`config.mk`:
```
export PLATFORM = sky130hd
export DESIGN_NAME = spi_rx_deser
export DESIGN_NICKNAME = d
export VERILOG_FILES = /design/src/rtl/spi_rx_deser.sv
export SDC_FILE = /design/constraint.sdc
export NUM_CORES = 1
export LEC_CHECK = 0
export CORE_MARGIN = 2
export CORE_UTILIZATION = 54
export DETAILED_ROUTE_END_ITERATION = 16
export GPL_TIMING_DRIVEN = 0
export PLACE_DENSITY = 0.81
export SLEW_MARGIN = 20
export SYNTH_ARGS = -nofsm -noshare
export SYNTH_HDL_FRONTEND = slang
export SYNTH_SLANG_ARGS = --single-unit
```
`constraint.sdc`:
```
create_clock -name clk -period 2.3 [get_ports clk]
set_input_delay 0.46 -clock clk [delete_from_list [all_inputs] [get_ports clk]]
set_output_delay 0.46 -clock clk [all_outputs]
set_load 0.05 [all_outputs]
```
`src/rtl/spi_rx_deser.sv`:
```
// Serial-to-parallel receiver: gathers bits qualified by bit_en into WIDTH-bit words with a valid/ready output.
// Optional even-parity framing is enabled by defining SPI_RX_DESER_PARITY_EN.
module spi_rx_deser #(
   parameter int WIDTH     = 8,
   parameter bit MSB_FIRST = 1'b1
) (
   input  logic             clk,
   input  logic             rst_n,
   input  logic             flush,
   input  logic             bit_en,
   input  logic             bit_in,
   input  logic             data_ready,
   output logic [WIDTH-1:0] data_out,
   output logic             data_valid,
   output logic             overrun,
   output logic             parity_err
);

   localparam int CW = $clog2(WIDTH + 1);
`ifdef SPI_RX_DESER_PARITY_EN
   localparam int FRAME_LEN = WIDTH + 1;
`else
   localparam int FRAME_LEN = WIDTH;
`endif

   typedef enum logic [1:0] {
      IDLE   = 2'd0,
      SHIFT  = 2'd1,
      PARITY = 2'd2
   } state_t;

   state_t           state;
   logic [CW-1:0]    count;
   logic [WIDTH-1:0] shift_reg;
   logic [WIDTH-1:0] shift_next;
   logic [WIDTH-1:0] word;
   logic             last_bit;
   logic             handshake;

   always_comb begin
      if (MSB_FIRST) shift_next = {shift_reg[WIDTH-2:0], bit_in};
      else           shift_next = {bit_in, shift_reg[WIDTH-1:1]};
   end

   assign last_bit  = (count == CW'(FRAME_LEN - 1));
   assign handshake = data_valid & data_ready;

`ifdef SPI_RX_DESER_PARITY_EN
   logic word_ok;
   // The parity bit never enters the shift register; it is only folded into the even-parity check.
   assign word    = shift_reg;
   assign word_ok = ~(^shift_reg ^ bit_in);
`else
   assign word       = shift_next;
   assign parity_err = 1'b0;
`endif

   // NOTE: sequential state uses non-blocking assignments so every register samples pre-edge values.
   always_ff @(posedge clk or negedge rst_n) begin
      if (!rst_n) begin
         state      <= IDLE;
         count      <= '0;
         shift_reg  <= '0;
         data_out   <= '0;
         data_valid <= 1'b0;
         overrun    <= 1'b0;
`ifdef SPI_RX_DESER_PARITY_EN
         parity_err <= 1'b0;
`endif
      end else begin
         if (handshake) data_valid <= 1'b0;

         if (flush) begin
            state     <= IDLE;
            count     <= '0;
            shift_reg <= '0;
            overrun   <= 1'b0;
`ifdef SPI_RX_DESER_PARITY_EN
            parity_err <= 1'b0;
`endif
         end else if (bit_en) begin
            if (last_bit) begin
               state     <= IDLE;
               count     <= '0;
               shift_reg <= '0;
`ifdef SPI_RX_DESER_PARITY_EN
               if (!word_ok) parity_err <= 1'b1;
               else
`endif
               if (data_valid && !handshake) begin
                  overrun <= 1'b1;
               end else begin
                  data_out   <= word;
                  data_valid <= 1'b1;
               end
            end else begin
               count     <= count + CW'(1);
               shift_reg <= (state == PARITY) ? shift_reg : shift_next;
               state     <= (count + CW'(1) == CW'(WIDTH)) ? PARITY : SHIFT;
            end
         end
      end
   end

endmodule

```
==> flow_metrics.py <==
metrics = {
    "run_status": {
        "status": "finished clean",
    },
    "timing": {
        "fin_crit_ps": 1964,
        "clock_skew_ps": 2.570,
        "hold_viol": 0,
        "worstMarginPinSlew_ps": 557.0,
        "slew_violations": 0,
        "rsz0062_at_grt": "no",
        "max_freq_ghz": 0.5092,
        "post-route-period-util_pct": 85.38,
        "fin_hold_ws_ps": 91.22,
        "setup_viol": 0,
        "slew_headroom_pct": 62.70,
        "tns_ps": 0,
    },
    "critical_path": {
        "cp_top_family": "buffers and inverters",
        "reg2regPathDepth": 4,
        "critPathBufInv": 1,
        "slowest_delay_ps": 810,
        "critPathArrivalTime_ps": 1500,
        "crit_type": "flop to output pin",
        "crit_end": "data_valid",
        "crit_start": "data_valid$_DFF_PN0_",
        "reg2reg_from": "count[0]$_DFFE_PN0P_",
        "cp.depth": 1,
        "cp-start-kind": "flop",
        "cp-end-kind": "output pin",
        "critPathRequiredTime_ps": 1840,
        "slowest_stage": "clkdlybuf4s50_1",
        "path_cells": "clkdlybuf4s50_1",
        "crit_fanout": 3,
        "r2r-end": "data_out[3]$_DFFE_PN0P_",
        "rrSetupSlack_ps": 580,
    },
    "synth": {
        "async_flop_share_pct": 100.0,
        "synthFlopType": "dfrtp_1",
        "ys_top_cells_by_count": "23 x dfrtp_1, 8 x mux2_2, 8 x nand2b_1",
        "syn_avg_cell_area_sq_um": 12.23,
        "yosysSeqAreaShare_pct": 56.72,
        "ys_seq_elements": 23,
        "synth.most_common_cell": "dfrtp_1",
        "synth_nets": 90,
        "synthTopCellsByArea": "dfrtp_1 57%, mux2_2 8.9%, nand2b_1 4.9%, o22ai_1 3.7%, nand4b_4 2.3%",
        "synthesis.area_sq_um": 1015,
        "synth_top_area_share_pct": 56.72,
        "yosysTopAreaCell": "dfrtp_1",
        "synth_edf_count": 0,
        "syn_inst": 83,
        "ys.warnings.count": 0,
        "ys_types": 28,
    },
    "routing": {
        "final_antenna_net_count": 0,
        "dr.pass1.iters": 4,
        "drc": 0,
        "avgViaCountPerCell": 5.429,
        "vias": 684,
        "wirelength_mm": 1.667,
        "drt_iter0_drc": 7,
        "wl_per_cell_um": 13.23,
    },
    "placed_design": {
        "detailed_place_hpwl_mm": 1.168,
        "place.gp.congestion": 0.7395,
        "numPortBuffers": 14,
        "dpl_cell_area_sq_um": 1186,
    },
    "layout": {
        "nets": 109,
        "drive_gt1_share_pct": 20.79,
        "multiInputGateArea_sq_um": 400.4,
        "syn2layout_area_growth_pct": 19.11,
        "diodes": 0,
        "fillers": 143,
        "largest_register_ffs": 8,
        "design_area_sq_um": 1209,
        "seqCellArea_sq_um": 575.6,
    },
    "global_route": {
        "grt_pass1_wl_mm": 2.656,
        "grt-ovfl-total": 0,
        "first_global_vias": 628,
        "antenna_found_initial": 0,
        "grt_usage_pct": 17.78,
        "grt_max_degree": 24,
    },
    "power_and_ir_drop": {
        "p_int_uw": 496.3,
        "swShare_pct": 24.41,
        "seqPwrFrac_pct": 63.7,
        "pwr_density_cell_nw_per_um2": 543.3,
        "irDropWorstVdd_mv": 0.4642,
        "p_switching_uw": 160.3,
        "p_leak_uw": 0.0005479,
        "clockPowerShare_pct": 28.6,
        "p_comb_share_pct": 7.7,
    },
    "floorplan": {
        "die_h_um": 47.35,
        "die-area_sq_um": 2242,
        "core-area_sq_um": 1745,
        "die_x_um": 47.35,
        "ioPinCount": 17,
        "start_util_pct": 58.14,
        "row_count": 15,
    },
    "clock_network": {
        "path_clk_slew_ps": 120,
        "post-cts-setup-buffer-count": 0,
        "insertion_delay_ps": 320,
        "cts-root-buf": "clkbuf_4",
        "cts_tree": "done",
        "cts_htree_levels": 1,
        "clock_path_buffers": 2,
        "ctsResizeCount": 0,
        "numCtsBuffers": 3,
        "ctsHoldBuffers": 0,
        "numClockSinks": 23,
    },
    "flow_run": {
        "drv_cap": 0,
    },
    "min_path": {
        "hold_path.class": "input pin to asynchronous set/reset pin",
    },
}
==> cell families after synthesis <==
group                      Yosys count  share of synthesized area [%]
muxes                                9                          9.865
adders and majority gates            1                          1.233
AOI/OAI and AO/OA                   14                          9.989
buffers and inverters                8                          3.821
DFF                                 23                          56.72
xor gates and xnor gates             2                          1.727
other                                1                         0.3696
and+or+nand+nor                     25                          16.28
==> worst min path at each step <==
stage | start | end | slack [ps] | cells past startpoint
2_1_floorplan | rst_n | count[0]$_DFFE_PN0P_ | 160 | 0
3_3_place_gp | shift_reg[6]$_DFFE_PN0P_ | data_out[7]$_DFFE_PN0P_ | 490 | 1
3_5_place_dp | data_out[4]$_DFFE_PN0P_ | data_out[4]$_DFFE_PN0P_ | 500 | 1
4_1_cts | flush | shift_reg[3]$_DFFE_PN0P_ | 490 | 3
5_1_grt | rst_n | data_out[0]$_DFFE_PN0P_ | 120 | 1
6_report | rst_n | count[0]$_DFFE_PN0P_ | 90 | 1
==> final cells by class <==
type	instances	share of cell area, %
plain buffers	4	1.967
repair buffers	14	11.18
well taps	25	2.588
clock inverters	1	0.4141
multi-input cells	52	33.13
clock buffers	3	1.863
inverters	4	1.242
flip-flops and latches	23	47.62
==> cell usage in the layout (no fill, tap or decap), types with 3 or more instances in the layout <==
cell             instances
inv_1                    4
clkdlybuf4s50_1         13
mux2_2                   8
nand2_1                  3
o22ai_1                  6
nor2_1                   5
nand2b_1                 8
dfrtp_1                 23
clkbuf_4                 3
nand4_1                  3
==> power groups by stage <==
| stage | Combinational [uW] | Clock [uW] | Sequential [uW] |
|---|---|---|---|
| 2_1_floorplan | 30.4 | 0 | 425 |
| 3_3_place_gp | 51.5 | 0 | 425 |
| 3_5_place_dp | 52.5 | 0 | 426 |
| 4_1_cts | 52.6 | 195 | 418 |
| 5_1_grt | 56.8 | 211 | 420 |
| 6_report | 50.5 | 188 | 418 |
==> routing by layer <==
layer  track usage (%)  vias to the layer above  wire [um]
met5                 0                        -          0
li1                  -                      329          -
met4             7.778                        0         42
met1             21.78                      334        727
met2             28.11                       15        821
met3             6.538                        6         76
==> metrics by stage <==
| step | utilization (%) | power [uW] | setup WS [ps] | cells |
|---|---|---|---|---|
| after global placement | 67.96 | 476.8 | 236.0 | 122 |
| after detailed placement | 67.96 | 478.5 | 189.9 | 122 |
| after global routing | 69.25 | 687.9 | 291.2 | 126 |
| after floorplan | - | 455.4 | 680.8 | 83 |
| after CTS | 69.53 | 665.8 | 326.7 | 126 |
| final | 69.25 | 656.6 | 336.2 | 126 |
No activity file was read; power rests on OpenSTA's default activity.
